### config.mk
export PLATFORM = sky130hd
export DESIGN_NAME = mem_access_unit
export DESIGN_NICKNAME = d
export VERILOG_FILES = /design/src/rtl/mem_access_unit.sv
export SDC_FILE = /design/constraint.sdc
export NUM_CORES = 1
export LEC_CHECK = 0
export BUFFER_PORTS_ARGS = -buffer_cell sky130_fd_sc_hd__buf_2
export CAP_MARGIN = 20
export CORE_MARGIN = 5
export CORE_UTILIZATION = 50
export DETAILED_ROUTE_END_ITERATION = 10
export GPL_ROUTABILITY_DRIVEN = 1
export PLACE_DENSITY = 0.84
export SYNTH_ARGS = -nofsm -noshare
export SYNTH_HDL_FRONTEND = slang
export SYNTH_SLANG_ARGS = --single-unit
### constraint.sdc
create_clock -name clk -period 3.58 [get_ports clk]
set_input_delay 0.358 -clock clk [delete_from_list [all_inputs] [get_ports clk]]
set_output_delay 0.358 -clock clk [all_outputs]
set_load 0.02 [all_outputs]
### src/rtl/mem_access_unit.sv
// Load/store sequencer between execute and datamem: one request in flight, one in-order response.
// Optional build macro MAU_ALIGN_CHECK_EN also faults requests with req_addr[7:0] != 0.
module mem_access_unit #(
  parameter int LOAD_WAIT  = 1,
  parameter int STORE_HOLD = 2,
  parameter int RD_W       = 4
) (
  input  logic            clk,
  input  logic            rst,
  input  logic            req_valid,
  output logic            req_ready,
  input  logic            req_op,
  input  logic [23:0]     req_addr,
  input  logic [15:0]     req_wdata,
  input  logic [RD_W-1:0] req_rd,
  output logic            rsp_valid,
  input  logic            rsp_ready,
  output logic            rsp_we,
  output logic [RD_W-1:0] rsp_rd,
  output logic [15:0]     rsp_data,
  output logic            rsp_err,
  output logic [1:0]      en_dm,
  output logic [23:0]     addr,
  output logic [15:0]     store_in,
  input  logic [15:0]     load_in
);
  localparam int CNT_MAX = (LOAD_WAIT > STORE_HOLD) ? LOAD_WAIT : STORE_HOLD;
  localparam int CNT_W   = $clog2(CNT_MAX + 1);
  localparam logic [CNT_W-1:0] LOAD_INIT  = CNT_W'(LOAD_WAIT - 1);
  localparam logic [CNT_W-1:0] STORE_INIT = CNT_W'(STORE_HOLD - 1);
  localparam logic [1:0] EN_IDLE = 2'b00, EN_ST = 2'b10, EN_LD = 2'b11;

  typedef enum logic [1:0] {S_IDLE, S_LOAD, S_STORE, S_RESP} state_t;

  state_t          state_q, state_d;
  logic [CNT_W-1:0] cnt_q, cnt_d;
  logic [1:0]      en_dm_q, en_dm_d;
  logic [23:0]     addr_q, addr_d;
  logic [15:0]     store_in_q, store_in_d;
  logic            rsp_valid_q, rsp_valid_d;
  logic            rsp_we_q, rsp_we_d;
  logic [RD_W-1:0] rsp_rd_q, rsp_rd_d;
  logic [15:0]     rsp_data_q, rsp_data_d;
  logic            rsp_err_q, rsp_err_d;
  logic            fault;

`ifdef MAU_ALIGN_CHECK_EN
  assign fault = (req_addr[23:16] != 8'h00) || (req_addr[7:0] != 8'h00);
`else
  assign fault = (req_addr[23:16] != 8'h00);
`endif

  always_ff @(posedge clk or posedge rst) begin
    if (rst) begin
      state_q     <= S_IDLE;
      cnt_q       <= '0;
      en_dm_q     <= EN_IDLE;
      addr_q      <= '0;
      store_in_q  <= '0;
      rsp_valid_q <= 1'b0;
      rsp_we_q    <= 1'b0;
      rsp_rd_q    <= '0;
      rsp_data_q  <= '0;
      rsp_err_q   <= 1'b0;
    end else begin
      state_q     <= state_d;
      cnt_q       <= cnt_d;
      en_dm_q     <= en_dm_d;
      addr_q      <= addr_d;
      store_in_q  <= store_in_d;
      rsp_valid_q <= rsp_valid_d;
      rsp_we_q    <= rsp_we_d;
      rsp_rd_q    <= rsp_rd_d;
      rsp_data_q  <= rsp_data_d;
      rsp_err_q   <= rsp_err_d;
    end
  end

  always_comb begin
    state_d     = state_q;
    cnt_d       = cnt_q;
    en_dm_d     = en_dm_q;
    addr_d      = addr_q;
    store_in_d  = store_in_q;
    rsp_valid_d = rsp_valid_q;
    rsp_we_d    = rsp_we_q;
    rsp_rd_d    = rsp_rd_q;
    rsp_data_d  = rsp_data_q;
    rsp_err_d   = rsp_err_q;
    unique case (state_q)
      S_IDLE: begin
        if (req_valid) begin
          addr_d     = req_addr;
          store_in_d = req_wdata;
          rsp_rd_d   = req_rd;
          rsp_we_d   = 1'b0;
          rsp_data_d = '0;
          rsp_err_d  = 1'b0;
          // Faulting requests never touch datamem; respond straight away.
          if (fault) begin
            rsp_err_d   = 1'b1;
            rsp_valid_d = 1'b1;
            state_d     = S_RESP;
          end else if (req_op) begin
            en_dm_d = EN_ST;
            cnt_d   = STORE_INIT;
            state_d = S_STORE;
          end else begin
            en_dm_d = EN_LD;
            cnt_d   = LOAD_INIT;
            state_d = S_LOAD;
          end
        end
      end
      S_LOAD: begin
        if (cnt_q == '0) begin
          rsp_data_d  = load_in;
          rsp_we_d    = 1'b1;
          rsp_valid_d = 1'b1;
          en_dm_d     = EN_IDLE;
          state_d     = S_RESP;
        end else begin
          cnt_d = cnt_q - 1'b1;
        end
      end
      S_STORE: begin
        if (cnt_q == '0) begin
          rsp_we_d    = 1'b0;
          rsp_data_d  = '0;
          rsp_valid_d = 1'b1;
          en_dm_d     = EN_IDLE;
          state_d     = S_RESP;
        end else begin
          cnt_d = cnt_q - 1'b1;
        end
      end
      S_RESP: begin
        if (rsp_ready) begin
          rsp_valid_d = 1'b0;
          state_d     = S_IDLE;
        end
      end
      default: state_d = S_IDLE;
    endcase
  end

  assign req_ready = (state_q == S_IDLE);
  assign rsp_valid = rsp_valid_q;
  assign rsp_we    = rsp_we_q;
  assign rsp_rd    = rsp_rd_q;
  assign rsp_data  = rsp_data_q;
  assign rsp_err   = rsp_err_q;
  assign en_dm     = en_dm_q;
  assign addr      = addr_q;
  assign store_in  = store_in_q;
endmodule
**Word level (Yosys, flattened, before mapping)**

Index checks and enable logic that the tools add are counted.

- Register bits: 69
- Input port bits: 65
- Output and inout bits: 66
- Logic and storage cells: 63

- Add/sub/neg operators: 1
- Eq/ne operators: 11
- Mux-type cells: 29
- Reduce and logical (&&, ||, !) cells: 12

Operators by type and width:

| operator | count |
|---|---|
| 2-to-1 mux 16 bit | 3 |
| one-hot mux 16 bit (3 select lines) | 1 |
| 2-to-1 mux 2 bit | 11 |
| AND reduction 4 bit | 4 |
| != test 2 bit (second input constant) | 6 |
| 2-to-1 mux 1 bit | 9 |
| one-hot mux 2 bit (2 select lines) | 2 |
| nonzero test 8 bit | 1 |
| one-hot mux 1 bit (3 select lines) | 2 |
| one-hot mux 2 bit (3 select lines) | 1 |
| equality test 2 bit (second input constant) | 2 |
| logical NOT 2 bit | 2 |
| != test 2 x 1 -> 1 bit (second input constant) | 2 |
| AND reduction 3 bit | 1 |
| nonzero test 3 bit | 1 |
| equality test 2 x 1 -> 1 bit (second input constant) | 1 |
| AND reduction 2 bit | 1 |
| nonzero test 2 bit | 1 |
| OR reduction 2 bit | 1 |
| subtractor 2 x 1 -> 2 bit (second input constant) | 1 |

**Depth between registers and ports, before layout**

- Word-level depth: 4
- Depth in mapped cells: 9

**Worst setup path before layout**

No wires, ideal clock.

- Path kind: reg2reg
- From: register state_q[0]
- To: register addr_q[0], in the netlist addr[0]
- Library setup time: 125 ps
- Arrival time: 1777 ps
- Data required time: 3455 ps
- Slack: 1678 ps
- Stages on the path, launching flop included: 7
- Clock period less this slack: 1902 ps
- Cell sequence: dfrtp_1 > inv_1 > ha_1 > and2_1 > buf_2 > buf_4 > mux2_2

- Cells in the longest elaborated chain, start to end: 2

RTL lines:

| element | RTL line | source |
|---|---|---|
| from (decl) | 35 | `state_t state_q, state_d;` |
| from (signal assigned) | 66 | `state_q <= state_d;` |
| logical NOT 2 bit | -- |  |
| net req_ready | 11 | `output logic req_ready,` |
| AND reduction 2 bit (no source line) | -- |  |
| to (signal assigned) | 69 | `addr_q <= addr_d;` |
| to (decl) | 38 | `logic [23:0] addr_q, addr_d;` |

The timed path passes the listed nets, and every way through them passes these cells.
A chain may end at the register's enable or synchronous reset.

**Worst setup path after layout**

- From: register state_q[0]
- To: register addr_q[5], in the netlist addr[5]

- Cells in the longest elaborated chain, start to end: 2

RTL lines:

| element | RTL line | source |
|---|---|---|
| logical NOT 2 bit | 90 | `unique case (state_q)` |
| AND reduction 2 bit (no source line) | -- |  |

Every way passes these cells.

==> out/qor.yml <==
setup_path:
  cp-start-kind: "register"
  crit_slowest_cell: "and2_2"
  r2r_cells: 4
  r2r_slack_ns: 1.43
  max_stage_delay_ns: 0.78
  crit_fanout: 39
  required_ns: 3.79
  worstSetupPathType: "reg2reg"
  crit_chain: "inv_1, ha_1, and2_2, mux2_2"
  r2r_end: "addr[5]"
  cp.arrival_ns: 2.36
  cp-end-kind: "register"
  r2r-start: "state_q[0]"
clock_network:
  cts_buffer_depth: 2
  clk_latency_ns: 0.33
  clkTransAtPathRegs_ns: 0.07
  htree_num_levels: 3
  cts_tree: "built"
  holdBufCountCts: 0
  cts-resized-gates: 0
  postCtsSetupRepairBufs: 0
  cts_root_buf: "clkbuf_8"
  cts_buffers: 9
  clkSinkCount: 69
synthesis:
  synthArstFlopShare: 1.00
  yosysMostFrequentCell: "dfrtp_1"
  yosys.area_share.simple: 0.0748
  synthFlopType: "dfrtp_1"
  ys_seq_elements: 69
  synthTopCellsByCount: "dfrtp_1, mux2_2, inv_1, nand2_1, mux2i_1"
  synth_top_family_by_area: "multiplexers"
  synth_compound_area_frac: 0.0437
  yosysUniqueCellTypes: 37
  synth_edf_count: 0
  syn_area_um2: 2980
  synth-xor-area-share: 0
  ys_seq_area_frac: 0.580
  syn-num-nets: 299
  synth_mux_area_frac: 0.224
  synth.avg_cell_area_um2: 13.1
  synthAdderAreaFrac: 0.0294
  synthTopCellsByArea: "dfrtp_1, mux2_2, mux2i_1"
  syn_inst: 227
  synth_largest_area_cell: "dfrtp_1"
  synth_top_cell_area_share: 0.580
  yosysWarnings: 0
placement:
  place_congestion: 0.861
  placedInstanceArea_um2: 3690
  hpwl_um: 5070
  port_buffers: 130
floorplanning:
  die_w_um: 87.2
  start_util: 0.509
  die-area_um2: 7600
  die_height_um: 87.2
  rows: 28
  io_pins: 131
  core_um2: 5850
timing:
  fin_tns_setup_ns: 0
  rsz0062_at_grt: "false"
  relSlewSlack: 0.416
  max_freq_mhz: 465
  finalClockSkew_ns: 0.0103
  tightest_slew_ns: 0.876
  setup_viol: 0
  finalCriticalPeriod_ns: 2.15
  slew_viol_final: 0
  final_hold_viol_count: 0
  whs_ns: 0.168
  finalCritPeriodShare: 0.601
global_route:
  grt-ovfl-total: 0
  grt_max_degree: 40
  grt_pass1_wl_um: 11200
  gr-usage-all-layers: 0.191
  antenna_found_initial: 0
  first_global_vias: 2304
power_and_ir_drop:
  power.density_nw_per_um2: 1020
  leakage_nw: 1.99
  ir_drop_mv: 0.432
outcome:
  status: "complete, no violations"
finish:
  area_delta_synth_final_pct: 31.1
  fin_area_um2: 3910
  drive_above_1_share: 0.545
  nNetsFinal: 433
  diodes: 0
hold_path:
  min_path_type: "in2async"
drt:
  vias: 2202
  wl_per_cell_um: 15.1
  routed_via_density: 5.00
  drtAntennaViolNets: 0
  drc_errors: 0
  drt-initial-drc-count: 88
  wirelength_um: 6620
  drt-pass1-iter-count: 4
job:
  maxCapViolCount: 0
==> routing by layer <==
layer  GRT usage  vias to the layer above  part of all wire
met5           0                        -                 0
met4      0.0725                        0             0.012
met3      0.0473                        8             0.085
met2       0.306                       94              0.49
met1       0.251                     1053              0.41
li1            -                     1047                 -
==> final cells by class <==
cell class	instances	area, µm²
repair buffers	132	666
inverters	25	93.8
clock inverters	6	88.8
fillers	462	1940
flip-flops and latches	69	1730
well taps	75	93.8
clock buffers	9	124
multi-input cells	124	1110
==> cell families (layout without fill, tap and decap cells) <==
group,count (synthesis),after routing
mux,61,61
simple gates,39,39
flops,69,69
compound gates,17,17
fa+ha+maj,7,7
buf+inv,34,172
==> flip-flops by register name, summed over array words and instances (netlist names) <==
name,count
addr,24
rsp_data,16
store_in,16
rsp_rd,4
cnt_q,2
en_dm,2
state_q,2
rsp_err,1
rsp_valid,1
rsp_we,1
==> worst max-delay path by stage <==
| stage | end | slack (ns) | from | cells after the start |
|---|---|---|---|---|
| floorplan | addr[0] | 1.48 | rst | 1 |
| global placement | store_in[15] | 1.50 | state_q[0] | 4 |
| detailed placement | store_in[14] | 1.41 | state_q[0] | 4 |
| CTS | addr[5] | 1.41 | state_q[0] | 4 |
| global route | store_in[5] | 1.27 | state_q[1] | 4 |
| finish | addr[5] | 1.43 | state_q[0] | 4 |
==> metrics by stage <==
stage	util	setup WS (ns)	cells	total power [W]
floorplan	-	1.48	227	0.00275
global placement	0.631	1.50	425	0.00328
detailed placement	0.631	1.41	425	0.00336
finish	0.668	1.43	440	0.00399
global route	0.668	1.27	440	0.00429
CTS	0.668	1.41	440	0.00404
==> critical path: cells and delay by family, from the launching register on <==
kind | cells | cell delay [ns]
adder cells (fa/ha/maj) | 1 | 0.28
buffers and inverters | 1 | 0.12
flip-flops | 1 | 0.44
multiplexers | 1 | 0.42
AND/OR/NAND/NOR | 1 | 0.78
==> cell usage in the layout, fill, tap and decap left out, types with 2 or more instances in the layout <==
cell	instances
or4_4	2
inv_1	24
a21oi_1	3
o21ai_1	2
a22o_1	2
dfrtp_1	69
mux2_1	5
ha_1	7
clkbuf_8	9
o2bb2ai_1	2
nand3_1	2
clkinvlp_4	2
nor3_1	2
mux2_2	40
buf_4	2
nand2_1	18
bufinv_16	2
nor2_1	4
mux2i_1	16
buf_2	130
==> power breakdown <==
part | leakage [nW] | switching [W] | internal, W | total, W
clock network | 0.101 | 0.000281 | 0.000388 | 0.000669
logic | 1.04 | 0.00113 | 0.000818 | 0.00195
registers | 0.842 | 0.000201 | 0.00116 | 0.00136
total | 1.99 | 0.00162 | 0.00237 | 0.00399
No activity file was read; power rests on OpenSTA's default activity.
